File: src/rtl/exe_operand_stage.sv
// EXE pipeline stage: latches one decoded instruction from ID, builds the two ALU
// operands, collects the ALU result/overflow for MEM and drives the ID bypass bus.
module exe_operand_stage #(
  parameter int DW  = 32,
  parameter int OPW = 12
) (
  input  logic           clk,
  input  logic           reset,
  input  logic           flush,
  input  logic           ds_to_es_valid,
  output logic           es_allowin,
  input  logic [31:0]    ds_pc,
  input  logic [OPW-1:0] ds_aluop,
  input  logic [DW-1:0]  ds_rs_val,
  input  logic [DW-1:0]  ds_rt_val,
  input  logic [15:0]    ds_imm,
  input  logic [4:0]     ds_sa,
  input  logic           ds_src1_sa,
  input  logic           ds_src2_imm,
  input  logic           ds_imm_zext,
  input  logic           ds_ov_en,
  input  logic           ds_rf_we,
  input  logic [4:0]     ds_dest,
  output logic [DW-1:0]  alu_scr0,
  output logic [DW-1:0]  alu_scr1,
  output logic [OPW-1:0] alu_aluop,
  input  logic [DW-1:0]  alu_aluso,
  input  logic           alu_overflow,
  input  logic           ms_allowin,
  output logic           es_to_ms_valid,
  output logic [31:0]    es_pc,
  output logic [DW-1:0]  es_result,
  output logic [4:0]     es_dest,
  output logic           es_rf_we,
  output logic           es_ex_ov,
  output logic           es_fwd_we,
  output logic [4:0]     es_fwd_dest,
  output logic [DW-1:0]  es_fwd_data
);

  typedef struct packed {
    logic [31:0]    pc;
    logic [OPW-1:0] aluop;
    logic [DW-1:0]  rs_val;
    logic [DW-1:0]  rt_val;
    logic [15:0]    imm;
    logic [4:0]     sa;
    logic           src1_sa;
    logic           src2_imm;
    logic           imm_zext;
    logic           ov_en;
    logic           rf_we;
    logic [4:0]     dest;
  } es_fields_t;

  logic       es_valid_q, es_valid_d;
  logic       ex_pending_q, ex_pending_d;
  es_fields_t fld_q, fld_d;
  logic [DW-1:0] imm_ext;

  // Single-cycle stage: ready_go is always 1.
  assign es_allowin     = !es_valid_q || ms_allowin;
  assign es_to_ms_valid = es_valid_q && !flush;

  assign imm_ext   = fld_q.imm_zext ? {{(DW-16){1'b0}}, fld_q.imm}
                                    : {{(DW-16){fld_q.imm[15]}}, fld_q.imm};
  assign alu_scr0  = fld_q.src1_sa  ? {{(DW-5){1'b0}}, fld_q.sa} : fld_q.rs_val;
  assign alu_scr1  = fld_q.src2_imm ? imm_ext : fld_q.rt_val;
  assign alu_aluop = es_valid_q ? fld_q.aluop : '0;

  // Once an overflow has been handed to MEM, younger instructions are neutered.
  assign es_ex_ov  = es_valid_q && fld_q.ov_en && alu_overflow && !ex_pending_q;
  assign es_rf_we  = es_valid_q && fld_q.rf_we && !es_ex_ov && !ex_pending_q;

  assign es_pc       = fld_q.pc;
  assign es_dest     = fld_q.dest;
  assign es_result   = alu_aluso;
  assign es_fwd_we   = es_rf_we && (fld_q.dest != 5'd0);
  assign es_fwd_dest = fld_q.dest;
  assign es_fwd_data = alu_aluso;

  always_comb begin
    es_valid_d   = es_valid_q;
    ex_pending_d = ex_pending_q;
    fld_d        = fld_q;
    if (flush) begin
      es_valid_d   = 1'b0;
      ex_pending_d = 1'b0;
    end else begin
      if (es_ex_ov && es_to_ms_valid && ms_allowin) ex_pending_d = 1'b1;
      if (es_allowin) begin
        es_valid_d = ds_to_es_valid;
        if (ds_to_es_valid) begin
          fld_d.pc       = ds_pc;
          fld_d.aluop    = ds_aluop;
          fld_d.rs_val   = ds_rs_val;
          fld_d.rt_val   = ds_rt_val;
          fld_d.imm      = ds_imm;
          fld_d.sa       = ds_sa;
          fld_d.src1_sa  = ds_src1_sa;
          fld_d.src2_imm = ds_src2_imm;
          fld_d.imm_zext = ds_imm_zext;
          fld_d.ov_en    = ds_ov_en;
          fld_d.rf_we    = ds_rf_we;
          fld_d.dest     = ds_dest;
        end
      end
    end
  end

  always_ff @(posedge clk) begin
    if (reset) begin
      es_valid_q   <= 1'b0;
      ex_pending_q <= 1'b0;
      fld_q        <= '0;
    end else begin
      es_valid_q   <= es_valid_d;
      ex_pending_q <= ex_pending_d;
      fld_q        <= fld_d;
    end
  end

endmodule

File: config.mk
export PLATFORM = sky130hd
export DESIGN_NAME = exe_operand_stage
export DESIGN_NICKNAME = d
export VERILOG_FILES = /design/src/rtl/exe_operand_stage.sv
export SDC_FILE = /design/constraint.sdc
export NUM_CORES = 1
export LEC_CHECK = 0
export ABC_AREA = 1
export CORE_ASPECT_RATIO = 0.6
export CORE_MARGIN = 4
export CORE_UTILIZATION = 44
export CTS_CLUSTER_SIZE = 28
export DETAILED_ROUTE_END_ITERATION = 10
export PLACE_DENSITY_LB_ADDON = 0.12
export SYNTH_ARGS = -nofsm -noshare
export SYNTH_HDL_FRONTEND = slang
export SYNTH_SLANG_ARGS = --single-unit
File: constraint.sdc
create_clock -name clk -period 2.55 [get_ports clk]
set_clock_uncertainty 0.05 [all_clocks]
set_input_delay 0.255 -clock clk [delete_from_list [all_inputs] [get_ports clk]]
set_output_delay 0.255 -clock clk [all_outputs]
set_load 0.03 [all_outputs]
---- Word level (Yosys, flattened, before mapping) ----
Cells that the tools add are included.
cells by class
  order comparisons ....................... 0
  shift operators ......................... 0
  $add $sub $neg .......................... 0
  reduce and logical (&&, ||, !) cells .... 18
  muxes and demuxes ....................... 4
  multiply operators ...................... 0
  equal/unequal tests ..................... 0
  div/mod/pow operators ................... 0
  bitwise logic cells ..................... 1
operators by type and width
  operator             number
  32-bit two-way mux   3
  12-bit two-way mux   1
  1-bit logical AND    10
  5-bit nonzero test   1
  1-bit logical NOT    4
  3-bit AND reduction  1
  2-bit OR reduction   1
  1-bit logical OR     1
  1-bit inverter       1
storage, ports and cells
  input bits .............................. 177
  memories kept ........................... 0
  output and inout port bits .............. 187
  RAM bits ................................ 0
  bits in latches ......................... 0
  register bits ........................... 141
  ROM bits ................................ 0
  logic and storage cells ................. 37

---- Logic depth before layout (Yosys ltp) ----
Gate-level depths: netlist of run 1.
  depth in word-level cells ............... 7
  mapped depth ............................ 8
  gate-level depth less buffers ........... 6

---- Worst setup path before layout of run 1 ----
OpenSTA, ideal clock, no wires.
  path kind ............................... register to output
  start ................................... reg fld_q[8] (netlist bit)
  end ..................................... out alu_scr1[27]
  stages on the path, launching flop included .. 3
  required time ........................... 2245 ps
  arrival ................................. 1211 ps
  slack ................................... 1034 ps
  buffers on the path ..................... 1
  path through ............................ dfxtp_1 -> clkbuf_1 -> o21ai_0
between the ends
  word-level cells in the longest chain between the ends .. 1
ends and longest elaborated chain
  element                 line  text
  start, declared         58    es_fields_t fld_q, fld_d;
  start signal, assigned  119   fld_q <= fld_d;
  32-bit two-way mux      68    assign alu_scr1 = fld_q.src2_imm ? imm_ext : fld_q.rt_val;
  end, declared           25    output logic [DW-1:0] alu_scr1,
No other way between the ends.

---- Final worst setup path of run 1 ----
  start ................................... reg es_valid_q
  end ..................................... out es_fwd_we
between the ends
  word-level cells in the longest chain between the ends .. 7
ends and longest elaborated chain
  element                           line  text
  start, declared                   56    logic es_valid_q, es_valid_d;
  start signal, assigned            117   es_valid_q <= es_valid_d;
  1-bit logical AND (3 in a row)    72    assign es_ex_ov = es_valid_q && fld_q.ov_en && alu_overflow && !ex_pending_q;
  1-bit logical NOT                 73    assign es_rf_we = es_valid_q && fld_q.rf_we && !es_ex_ov && !ex_pending_q;
  1-bit logical AND * (2 in a row)  73
  1-bit logical AND *               78    assign es_fwd_we = es_rf_we && (fld_q.dest != 5'd0);
  end, declared                     36    output logic es_fwd_we,
Mark *: on every way between the ends. The rest lies on a longest branch, timed or not.

==> reports/metrics.csv, run 1 <==
stage,metric,value,unit
final_layout,Multi-input gate area,2690,um2
final_layout,area delta synth->final,35.0,%
status,status,completed,
final_layout,# fillers,1457,
final_layout,"most common cell after layout, fill and taps aside",nand2_1,
die,FP Rows,35,
setup_path,flop2flop setup slack,0.78,ns
sta,Tmin final,2.40,ns
die,Die Width,173,um
synthesis,post-synth cell types,17,
sta,Slew Limit Fails,0,
setup_path,slowest CP cell,clkdlybuf4s50_1,
synthesis,cell count after synthesis,1118,
clocking,clk slew on worst S/H paths,0.06,ns
synthesis,Yosys reg bits,141,
global_routing,Overflow after GRT,0,
global_routing,largest net degree at the start of global routing,70,
clocking,Clock Path Buffers,2,
place,dpl hpwl,13.0,mm
place,pre-CTS setup slack,0.396,ns
sta,setup violators final,0,
sta,fin worst setup slack,0.153,ns
final_layout,fraction of layout instances using a drive strength above 1,5.08,%
power,leakage,4.76,nW
place,routability cong.,0.810,
clocking,CTS Buf Count,17,
synthesis,sequential element share of the synthesized area,39.4,%
sta,actual slew at the worst max-slew pin,0.527,ns
sta,final period utilization,94.0,%
setup_path,Crit Path Class,reg2out,
route,WL per Instance,12.5,um
global_routing,GRT Total Usage,19.3,%
worst_hold_path,Worst Hold Class,in2reg,
setup_path,CP Max Fanout,17,
global_routing,global-route wire length before repair,29.3,mm
die,Die Y,107,um
route,post-route ant nets,0,
setup_path,"Req. time, crit path",2.25,ns
job,max cap viols,0,
synthesis,syn_nets,1295,
route,via count,6301,
final_layout,most frequent cells in the layout,"nand2_1, nor2_1, clkdlybuf4s50_1",
route,drt drc,0,
synthesis,Synth warnings,0,
sta,Peak Freq,417,MHz
synthesis,syn avg cell area,6.41,um2
die,Ports,364,
setup_path,Critical Path Sink Type,primary output,
route,Vias/cell,4.30,
clocking,TritonCTS clock tree,yes,
synthesis,Synth Cell Area,7170,um2
setup_path,Critical Path AT,2.09,ns
sta,Rel. slew slack,64.8,%
final_layout,n_diodes,0,
setup_path,Critical Path Max Stage Delay,0.70,ns
final_layout,FF+latch area,2820,um2
route,initial drt markers,364,
route,drt first pass iters,5,
clocking,clk root buf,clkbuf_16,
sta,"Hold Violations, Final",0,
route,final WL,18.3,mm
final_layout,final layout net count,1426,
clocking,hold_buf cts,0,
clocking,H-tree Lvls,4,
power,Pwr per Cell Area,642,nW/um2
clocking,# clock sinks,141,
clocking,Resize count post-CTS,0,
global_routing,initial antenna violation count,0,
setup_path,CP Launch Type,flip-flop,
die,core footprint,15600,um2
clocking,Post-CTS Setup Inserts,0,
global_routing,vias in the first global route,5833,
setup_path,CP Cell Sequence,"buf_4, nand4_1, a21oi_1, clkdlybuf4s50_1",
clocking,clk_lat worst skew,0.40,ns
power,Worst VDD drop,408,uV
place,port bufs,267,
die,die area,18500,um2
die,Starting Density,45.9,%
sta,unrepaired setup endpoints after global routing,false,
sta,Setup TNS,0,ns
## sequential cells by signal, indices dropped and copies added (netlist names)
register	cells
es_dest	5
fld_q	102
es_valid_q	1
es_pc	32
ex_pending_q	1
## through the flow
step | cells | hold WS (ns) | util (%) | total power (W) | area [um2]
finish | 1464 | 0.375 | 61.9 | 0.00622 | 9680
global route | 1464 | 0.369 | 61.9 | 0.00651 | 9680
CTS | 1464 | 0.361 | 61.9 | 0.00629 | 9680
detailed placement | 1433 | 0.419 | 58.1 | 0.00374 | 9080
global placement | 1433 | 0.410 | 58.1 | 0.00373 | 9080
floorplan | 1118 | 0.340 | - | 0.00343 | 7170
## power by group
| part | total (W) | internal (W) | switching (W) | leakage, nW |
|---|---|---|---|---|
| registers | 0.00242 | 0.00236 | 0.0000588 | 1.16 |
| logic | 0.00127 | 0.000568 | 0.000701 | 3.30 |
| clock network | 0.00253 | 0.00157 | 0.000959 | 0.295 |
## worst max-delay path, delay by kind of cell, from the launching register on
family | cells | cell delay, ns
AND/OR/NAND/NOR | 1 | 0.22
AO/OA/AOI/OAI | 1 | 0.23
buffers and inverters | 2 | 0.93
flip-flops | 1 | 0.31
## cell usage after synthesis, drive strengths merged
master / instances / area, um2
clkbuf: 24 / 90.1
nand2: 296 / 1120
o21ai: 38 / 190
inv: 140 / 526
nand4: 1 / 6.26
nor3: 1 / 5.00
a21boi: 1 / 7.51
nand3: 3 / 15.0
buf: 143 / 1050
a21oi: 20 / 100
dfxtp: 141 / 2820
nand3b: 19 / 143
nor2: 291 / 1090
## cell families after synthesis
kind of cell | Yosys count | synth area share (%)
buffers and inverters | 307 | 23.3
AO/OA/AOI/OAI | 59 | 4.15
AND/OR/NAND/NOR | 611 | 33.2
flip-flops | 141 | 39.4
## per-layer routing
metal,vias up,global-route usage (%),wire (um)
met4,0,5.52,189
met1,2667,24.0,8160
met5,-,0,0
li1,3414,-,-
met2,206,29.6,7840
met3,14,9.62,2100
## path summary, 6_finish.rpt
path                               startpoint          to  cells after the start
worst max register to register     es_valid_q   fld_q[34]                      7
worst min-delay path            ds_rs_val[12]   fld_q[75]                      3
worst max-delay path               es_valid_q   es_fwd_we                      4
worst min register to register     fld_q[101]  fld_q[101]                      2
## area by class of cell
class	instances	share of cell area, %
Tap cell	203	2.62
Sequential cell	141	29.2
Clock buffer	19	4.58
Clock inverter	12	1.65
Timing Repair Buffer	279	28.7
Multi-Input combinational cell	670	27.8
Inverter	140	5.46
Power figures use the tool's default switching activity.
==> inputs of run 2 (changes only) <==
--- a/config.mk
+++ b/config.mk
@@ -6,8 +6,9 @@
 export NUM_CORES = 1
 export LEC_CHECK = 0
 export ABC_AREA = 1
+export CAP_MARGIN = 20
 export CORE_ASPECT_RATIO = 0.6
-export CORE_MARGIN = 4
+export CORE_MARGIN = 2
 export CORE_UTILIZATION = 44
 export CTS_CLUSTER_SIZE = 28
 export DETAILED_ROUTE_END_ITERATION = 10
==> reports/metrics.csv, run 2 (synthesized netlist as in run 1, its figures left out) <==
stage,metric,value,unit
place,Area after DPL,9070,um2
clocking,Clock Path Buffers,2,
setup_path,CP Max Fanout,50,
power,Clock Power Share,41.0,%
final_layout,area delta synth->final,35.1,%
sta,final period utilization,91.0,%
die,Die Y,103,um
final_layout,fraction of layout instances using a drive strength above 1,4.77,%
power,Worst VDD drop,418,uV
setup_path,reg2reg start,es_valid_q,
sta,Tmin final,2.32,ns
place,dpl hpwl,12.7,mm
final_layout,max FFs per register,102,
clocking,CTS Buf Count,17,
setup_path,slowest CP cell,clkdlybuf4s50_1,
die,die area,17400,um2
route,drt first pass iters,5,
die,Die Width,169,um
sta,Rel. slew slack,69.4,%
global_routing,Overflow after GRT,0,
route,final WL,18.2,mm
clocking,hold_buf cts,0,
power,Flop pwr share,38.7,%
place,routability cong.,0.791,
power,leakage,4.74,nW
die,core footprint,16100,um2
global_routing,vias in the first global route,5778,
power,switching power,0.00168,W
die,FP Rows,36,
sta,Peak Freq,431,MHz
sta,fin worst setup slack,0.229,ns
setup_path,Critical Path Max Stage Delay,0.74,ns
final_layout,# fillers,1568,
route,WL per Instance,12.4,um
route,drt drc,0,
place,port bufs,267,
worst_hold_path,WHS Endpoint,fld_q[84],
die,Ports,364,
global_routing,GRT Total Usage,20.9,%
status,status,completed,
final_layout,most flop-heavy register,fld_q,
sta,Setup TNS,0,ns
final_layout,most frequent cells in the layout,"nand2_1, nor2_1, clkdlybuf4s50_1",
setup_path,Crit Path Class,reg2out,
clocking,H-tree Lvls,4,
clocking,TritonCTS clock tree,yes,
sta,Slew Limit Fails,0,
route,initial drt markers,363,
final_layout,"most common cell after layout, fill and taps aside",nand2_1,
sta,setup violators final,0,
route,post-route ant nets,0,
job,max cap viols,0,
worst_hold_path,Worst Hold Class,in2reg,
sta,"Hold Violations, Final",0,
global_routing,global-route wire length before repair,28.8,mm
global_routing,largest net degree at the start of global routing,77,
sta,actual slew at the worst max-slew pin,0.460,ns
power,Sw Ratio,26.9,%
setup_path,R2R cell count,7,
setup_path,CP Cell Sequence,"buf_4, nand2_1, o21ai_0, clkdlybuf4s50_1",
setup_path,Critical Path AT,2.02,ns
die,Starting Density,44.6,%
clocking,clk root buf,clkbuf_16,
setup_path,"Req. time, crit path",2.25,ns
route,via count,6372,
setup_path,reg2reg end,fld_q[71],
clocking,clk slew on worst S/H paths,0.06,ns
sta,unrepaired setup endpoints after global routing,false,
setup_path,flop2flop setup slack,0.48,ns
power,Comb power frac,20.3,%
setup_path,CP Launch Type,flip-flop,
worst_hold_path,Hold Startpoint,ds_rs_val[21],
worst_hold_path,Hold Path Depth,3,
route,Vias/cell,4.35,
final_layout,final layout net count,1424,
final_layout,n_diodes,0,
setup_path,Critical Path Sink Type,primary output,
place,pre-CTS setup slack,0.434,ns
power,internal cell power,0.00457,W
clocking,# clock sinks,141,
global_routing,initial antenna violation count,0,
clocking,clk_lat worst skew,0.40,ns
power,Pwr per Cell Area,645,nW/um2
final_layout,"Design Area, Final",9690,um2
-- run 2: cell types whose count changed in the layout (fill, tap and decap cells not counted), sizes merged --
cell and change:
bufinv +1, inv -3, clkdlybuf4s50 +2, clkbuf -1, clkinvlp +3, clkinv -2
buf -4
-- run 2: metal layers --
| metal | vias to the layer above | track usage, % | wire, um |
|---|---|---|---|
| met5 | - | 0 | 0 |
| met4 | 0 | 6.30 | 257 |
| met3 | 22 | 9.02 | 1710 |
| met2 | 208 | 31.0 | 7590 |
| met1 | 2732 | 27.6 | 8640 |
| li1 | 3410 | - | - |
-- run 2: worst max path at each step --
| stage | start | endpoint | slack [ns] | cells past startpoint |
|---|---|---|---|---|
| 6_report | fld_q[8] | alu_scr1[8] | 0.23 | 4 |
| 5_1_grt | fld_q[8] | alu_scr1[0] | 0.08 | 4 |
| 4_1_cts | fld_q[8] | alu_scr1[30] | 0.05 | 4 |
| 3_5_place_dp | ms_allowin | es_allowin | 0.43 | 4 |
| 3_3_place_gp | ms_allowin | es_allowin | 0.44 | 4 |
| 2_1_floorplan | fld_q[8] | alu_scr1[27] | 1.03 | 2 |
-- run 2: per-stage QoR --
step | instances | util, % | hold slack [ns] | power, W
after floorplan | 1118 | - | 0.340 | 0.00343
after global placement | 1437 | 56.4 | 0.410 | 0.00372
after detailed placement | 1437 | 56.4 | 0.420 | 0.00373
after CTS | 1466 | 60.2 | 0.357 | 0.00633
after global routing | 1466 | 60.2 | 0.367 | 0.00657
final | 1466 | 60.2 | 0.375 | 0.00625
-- run 2: cell type report --
cell class                      count  area [um2]  area share, %
Tap cell                          209         262           2.70
Timing Repair Buffer              277        2770           28.6
Sequential cell                   141        2820           29.1
Multi-Input combinational cell    670        2700           27.8
Clock inverter                     11         169           1.74
Inverter                          140         528           5.45
Clock buffer                       18         439           4.53
-- run 2: worst max-delay path, delay by kind of cell, from the launching register on --
| kind | cells | cell delay [ns] |
|---|---|---|
| simple gates | 1 | 0.08 |
| compound gates | 1 | 0.08 |
| buf+inv | 2 | 1.13 |
| flops | 1 | 0.30 |
-- run 2: what timing repair did --
action,CTS,global route
buffers inserted,0,0
resized for setup,0,1
setup endpoints to repair,0,16
-- run 2: power groups by stage --
stage               sequential [W]  combinational (W)  clock [W]
finish                     0.00242            0.00127    0.00256
detailed placement         0.00247            0.00127          0
global placement           0.00246            0.00126          0
global route               0.00243            0.00140    0.00273
CTS                        0.00242            0.00128    0.00263
floorplan                  0.00245           0.000977          0
